===== src/rtl/eq4.sv =====
// Registered 4-bit equality comparator: per-bit XNOR cells reduced by AND, with a
// per-bit mismatch vector and a saturating count of matching pairs.
module eq4 #(
    parameter int unsigned CNT_W = 8
) (
    input  logic             clk,
    input  logic             rst,
    input  logic [3:0]       a,
    input  logic [3:0]       b,
    input  logic             in_valid,
    input  logic             clr_cnt,
    output logic             res,
    output logic [3:0]       diff,
    output logic             out_valid,
    output logic [CNT_W-1:0] match_cnt
);

    localparam logic [CNT_W-1:0] CntMax = '1;

    logic [3:0] eq_bit;
    logic       eq_all;

    for (genvar i = 0; i < 4; i++) begin : g_cell
        assign eq_bit[i] = ~(a[i] ^ b[i]);
    end

    assign eq_all = &eq_bit;

    logic             res_d;
    logic [3:0]       diff_d;
    logic             out_valid_d;
    logic [CNT_W-1:0] match_cnt_d;

    always_comb begin
        res_d       = res;
        diff_d      = diff;
        out_valid_d = in_valid;
        match_cnt_d = match_cnt;
        if (in_valid) begin
            res_d  = eq_all;
            diff_d = ~eq_bit;
        end
        // Clear wins over a same-cycle increment; the count never wraps.
        if (clr_cnt) begin
            match_cnt_d = '0;
        end else if (in_valid && eq_all && (match_cnt != CntMax)) begin
            match_cnt_d = match_cnt + 1'b1;
        end
    end

    always_ff @(posedge clk) begin
        if (rst) begin
            res       <= 1'b0;
            diff      <= 4'b0000;
            out_valid <= 1'b0;
            match_cnt <= '0;
        end else begin
            res       <= res_d;
            diff      <= diff_d;
            out_valid <= out_valid_d;
            match_cnt <= match_cnt_d;
        end
    end

endmodule


===== config.mk =====
export PLATFORM = sky130hd
export DESIGN_NAME = eq4
export DESIGN_NICKNAME = d
export VERILOG_FILES = /design/src/rtl/eq4.sv
export SDC_FILE = /design/constraint.sdc
export NUM_CORES = 1
export LEC_CHECK = 0
export ABC_AREA = 1
export CAP_MARGIN = 20
export CORE_MARGIN = 2
export CORE_UTILIZATION = 44
export DETAILED_ROUTE_END_ITERATION = 16
export MAX_ROUTING_LAYER = met4
export PLACE_DENSITY = 0.81
export SLEW_MARGIN = 15
export SYNTH_ARGS = -nofsm -noshare
export SYNTH_HDL_FRONTEND = slang
export SYNTH_SLANG_ARGS = --single-unit

===== constraint.sdc =====
create_clock -name clk -period 1.4 [get_ports clk]
set_clock_uncertainty 0.05 [all_clocks]
set_input_delay 0.42 -clock clk [delete_from_list [all_inputs] [get_ports clk]]
set_output_delay 0.42 -clock clk [all_outputs]
set_load 0.02 [all_outputs]

==> results of run 1 <==
[routing by layer]
metal  vias up  routed length (microns)
met5         -                        0
met4         0                       41
met3         7                       91
met2        32                     1000
met1       409                      855
li1        475                        -
[Yosys cell counts]
cell      number  share of area [%]
nand2_1       41                 19
inv_1         22                 10
dfxtp_1       14                 35
nor2_1        11                5.2
a21oi_1        8                5.0
nand3_1        8                5.0
o211ai_1       4                3.8
buf_4          2                1.9
nand3_2        2                2.5
nor3_1         2                1.3
ha_1           1                1.6
nand2_2        1               0.79
nand3_4        1                2.2
nand3b_1       1               0.94
nor2_2         1               0.79
nor2_4         1                1.4
o21ai_1        1               0.63
xnor2_1        1                1.1
xor2_1         1                1.1
[worst paths after layout]
| check | start | endpoint | cells after the start |
|---|---|---|---|
| worst max-delay path | match_cnt[0] | match_cnt[0] | 1 |
| worst max register to register | match_cnt[4] | match_cnt[5] | 8 |
| worst min register to register | diff[3] | diff[3] | 2 |
| worst min-delay path | diff[3] | diff[3] | 2 |
[per-stage QoR]
| stage | instances | cell area, sq um | setup slack [ns] | setup TNS, ns |
|---|---|---|---|---|
| final | 194 | 1240 | 0.0255 | 0 |
| after global routing | 194 | 1240 | 0.00142 | 0 |
| after CTS | 192 | 1240 | 0.0117 | 0 |
| after detailed placement | 186 | 1180 | -0.386 | -3.64 |
| after global placement | 186 | 1180 | -0.344 | -3.10 |
| after floorplan | 123 | 800 | 0.0878 | 0 |
[cells by family (layout without fill, tap and decap cells)]
kind of cell	Yosys count	after routing	share of synthesized area, %
adder cells (fa/ha/maj)	1	1	1.57
buffers and inverters	24	70	12.2
AO/OA/AOI/OAI	13	13	9.42
AND/OR/NAND/NOR	69	69	39.4
XOR/XNOR	2	2	2.20
flip-flops	14	14	35.2
[repair_timing]
item / 4_1_cts / 5_1_grt
buffers inserted: 1 / 2
pin swaps: 3 / 2
gates resized for setup: 52 / 24
cloned: 1 / 0
hold endpoints to repair: 0 / 0
endpoints found under the setup margin: 23 / 20
[flip-flops by register name (all words and copies together), names as in the netlist]
register,flops
res,1
match_cnt,8
out_valid,1
diff,4
[cell type report]
type | instances | area, sq um
fillers | 140 | 470
inverters | 22 | 82.6
clock buffers | 4 | 36.3
multi-input cells | 85 | 473
well taps | 25 | 31.3
repair buffers | 44 | 332
flip-flops and latches | 14 | 283
[power by group through the flow]
| stage | Combinational (W) | Sequential [W] | Clock, W |
|---|---|---|---|
| final | 0.000149 | 0.000414 | 0.000310 |
| after global routing | 0.000165 | 0.000416 | 0.000328 |
| after CTS | 0.000143 | 0.000415 | 0.000312 |
| after detailed placement | 0.000148 | 0.000424 | 0 |
| after global placement | 0.000145 | 0.000423 | 0 |
| after floorplan | 0.0000536 | 0.000437 | 0 |
==> metrics, run 1 <==
status=finished clean; average routed wire per standard cell=10.3 microns; met3 global-route usage=3.92%; MaxCap Viol Count=0; drt pass-1 iters=5; global placer's final weighted congestion=0.843; DR vias=923; Comb pwr share=17.0%; initial antenna violation count=0; first-iteration detailed-routing DRC count=15; sequential power share=47.5%; crit end category=output pin; hold_ws=0.446 ns; Max transition margin=81.0%; antenna diode count=0; clk_lat worst skew=0.30 ns; area of the mapped netlist=797 sq um; pwr/cell area=705 mW/mm^2; Largest delay share family, worst path=flip-flops; Seq/Total Area, Yosys=35.2%; worst hold path type=reg -> reg; Req. time, crit path=0.93 ns; WL final=1990 microns; RSZ-0062 raised after global routing=false; syn_nets=136; Initial Util=46.7%; largest net degree at the start of global routing=9; worst vdd ir=0.596 mV; worst-margin pin slew=0.285 ns; kind of critical path=reg -> out; Critical Path AT=0.90 ns; NetSw=0.000237 W; DIE WIDTH=46.6 microns; CORE AREA=0.00171 sq mm; Int Pwr=0.000636 W; average vias per placed instance=4.76; Synth cell types=19; post-DP HPWL=1460 microns; GRT Overall Usage=21.1%; CTS tree=built; number of global-route vias before repair=838; Tmin final=1.37 ns; crit path cell chain=clkdlybuf4s15_2; Buffers on Ports=25; Syn Area/Cell=6.48 sq um; f_max=728 MHz; met2 Resource Use GR=36.4%; largest fanout on the critical path=3; CTS max path bufs=2; clk root buf=clkbuf_4; H-tree Lvls=1; CTS buffer count=3; post-layout util=72.5%; share of layout cells above drive strength 1=30.8%; Fin. Hold Viols=0; Final nets=183; Die ar.=0.00217 sq mm; Syn. warnings=0; Final setup viols=0; P_leak=0.649 nW; Clock Sinks=14; Die Y=46.6 microns; Clk pwr share=35.5%; Core Rows=15; Final Cycle Share=98.2%; most frequent cells in the layout=nand2_1, inv_1, buf_4; Ports=26; Post-DRT Antenna Nets=0; met1 Track Usage GR=24.1%; #FFs+latches synth=14; remaining global-route overflow=0; Final Power=0.000873 W; first-pass GRT wire length=3220 microns; Sw Ratio=27.2%; CP peak stage delay=0.35 ns; area grow syn2layout=55.3%; Slew Viols, Final=0; register-to-register setup slack=0.09 ns; most common cell after layout, fill and taps aside=nand2_1; clock slew at the register clock pins of the worst setup and hold paths=0.10 ns; cts hold-fix bufs=0; Mapped Cells=123; GR peak layer=met2; Buf/Inv on CP=1; startpoint types=flop; DRC violations left=0; Crit-path slowest cell=dfxtp_2
Power figures use the tool's default switching activity.
==> run 2, diff against run 1 <==
--- a/config.mk
+++ b/config.mk
@@ -12,6 +12,7 @@
 export DETAILED_ROUTE_END_ITERATION = 16
 export MAX_ROUTING_LAYER = met4
 export PLACE_DENSITY = 0.81
+export SKIP_CTS_REPAIR_TIMING = 1
 export SLEW_MARGIN = 15
 export SYNTH_ARGS = -nofsm -noshare
 export SYNTH_HDL_FRONTEND = slang
==> run 2 against run 1 <==
  * Hold slack better by 0.0063 ns
  * Clock power decreased by 1%
  * Total power grew 1.1%
  * Critical path depth did not move
  * Non-clock buffer count is 1 lower
  * Critical endpoint is now diff[1]
  * Sequential share of layout area is 1.8 points lower
  * Combinational power increased by 9%
==> metrics, run 2 (synthesis results as in run 1) <==
average vias per placed instance=4.79 (+0.63%); Top reg by flops=match_cnt; Fin. Hold Viols=0 (unchanged); worst hold path type=reg -> reg; CTS buffer count=3 (unchanged); hold_ws=0.453 ns (+0.00634 ns); Initial Util=46.7% (unchanged); Sw Ratio=27.0% (-0.16 points); DIE WIDTH=46.6 microns (unchanged); kind of critical path=reg -> out; CTS max path bufs=2 (unchanged); sequential power share=47.1% (-0.4 points); MaxCap Viol Count=0 (unchanged); most frequent cells in the layout=nand2_1, dlymetal6s2s_1, inv_1; status=finished clean; Clk pwr share=34.6% (-0.9 points); first-iteration detailed-routing DRC count=25 (+10); largest fanout on the critical path=2 (-1); WL final=2340 microns (+18%); startpoint types=flop; pre-CTS WS=-0.386 ns (unchanged); NetSw=0.000238 W (+0.49%); largest net degree at the start of global routing=12 (+3); share of layout cells above drive strength 1=22.6% (-8.2 points); initial antenna violation count=0 (unchanged); number of global-route vias before repair=826 (-1.4%); clk_lat worst skew=0.28 ns (-0.02 ns); dpl cell area=0.00118 sq mm (unchanged); Int Pwr=0.000644 W (+1.3%); Comb pwr share=18.3% (+1.3 points); largest registers=match_cnt: 8 flops, diff: 4 flops; most common cell after layout, fill and taps aside=nand2_1; average routed wire per standard cell=12.1 microns (+18%); worst-margin pin slew=0.262 ns (-0.0223 ns); CP peak stage delay=0.36 ns (about the same); setup_tns=0 ns (unchanged); Final nets=182 (-0.55%); crit end category=output pin; P_leak=0.920 nW (+42%); DRC violations left=0 (unchanged); RSZ-0062 raised after global routing=false; antenna diode count=0 (unchanged); first-pass GRT wire length=3170 microns (-1.5%); worst vdd ir=0.626 mV (+5.0%); Clock Sinks=14 (unchanged); area grow syn2layout=68.6%; pwr/cell area=657 mW/mm^2 (-6.9%); Core Rows=15 (unchanged); GRT Overall Usage=20.8% (-0.33 points); Final setup viols=0 (unchanged); Die Y=46.6 microns (unchanged); Die ar.=0.00217 sq mm (unchanged); CORE AREA=0.00171 sq mm (unchanged); Post-DRT Antenna Nets=0 (unchanged); max reg flops=8 (unchanged); f_max=737 MHz (+1.3%); Buffers on Ports=25 (unchanged); crit path cell chain=dlymetal6s2s_1; Slew Viols, Final=0 (unchanged); Final Cycle Share=96.9% (-1.3 points); remaining global-route overflow=0 (unchanged); drt pass-1 iters=4 (-1); Largest delay share family, worst path=flip-flops; H-tree Lvls=1 (unchanged); Tmin final=1.36 ns (-0.0178 ns); clk root buf=clkbuf_4; Design Area, Final=0.00134 sq mm (+8.6%); Buf/Inv on CP=1 (unchanged); filler instances=122 (-13%); Critical Path AT=0.89 ns (about the same); Crit-path slowest cell=dfxtp_1; setup ws final=0.0433 ns (+0.0178 ns); global placer's final weighted congestion=0.843 (unchanged); Req. time, crit path=0.93 ns (about the same); Max transition margin=82.4% (+1.5 points); post-DP HPWL=1460 microns (unchanged); DR vias=924 (+0.11%); clock slew at the register clock pins of the worst setup and hold paths=0.09 ns (about the same); CTS tree=built; Ports=26 (unchanged)
==> run 2: path summary, 6_finish.rpt <==
| path | slack (ns) | from | endpoint | cells after the start |
|---|---|---|---|---|
| worst min register to register | 0.45 | match_cnt[1] | match_cnt[1] | 2 |
| worst max register to register | 0.07 | match_cnt[4] | match_cnt[5] | 8 |
| worst max-delay path | 0.04 | diff[1] | diff[1] | 1 |
| worst min-delay path | 0.45 | match_cnt[1] | match_cnt[1] | 2 |
==> run 2: through the flow <==
| stage | cells | power (W) | util, % |
|---|---|---|---|
| after floorplan | 123 | 0.000490 | - |
| after global placement | 186 | 0.000568 | 69.0 |
| after detailed placement | 186 | 0.000572 | 69.0 |
| after CTS | 190 | 0.000876 | 71.1 |
| after global routing | 193 | 0.000917 | 78.7 |
| final | 193 | 0.000882 | 78.7 |
==> run 2: cell type report <==
cell class | count | area, sq um | share of cell area, %
tap | 25 | 31.3 | 2.33
clock buffer | 4 | 36.3 | 2.70
timing repair buffer | 43 | 444 | 33.1
inverter | 22 | 82.6 | 6.15
sequential | 14 | 283 | 21.0
multi-input combinational | 85 | 467 | 34.7
==> run 2: power by group through the flow <==
stage	Combinational, W	Clock, W	Sequential, W
after floorplan	0.0000536	0	0.000437
after global placement	0.000145	0	0.000423
after CTS	0.000149	0.000312	0.000415
after global routing	0.000176	0.000324	0.000416
after detailed placement	0.000148	0	0.000424
final	0.000162	0.000306	0.000415
==> run 2: layer usage <==
metal / track usage, % / share of wire [%] / wire (microns)
met5: - / 0 / 0
met2: 36.9 / 56 / 1300
met3: 2.75 / 4.2 / 98
met1: 23.4 / 39 / 918
met4: 7.43 / 0.98 / 23
==> run 2: worst reg2reg max path: cells and delay by family (launching register included) <==
family | cells | cell delay, ns
buffers and inverters | 2 | 0.18
AOI/OAI and AO/OA | 1 | 0.15
and+or+nand+nor | 5 | 0.51
DFF | 1 | 0.34
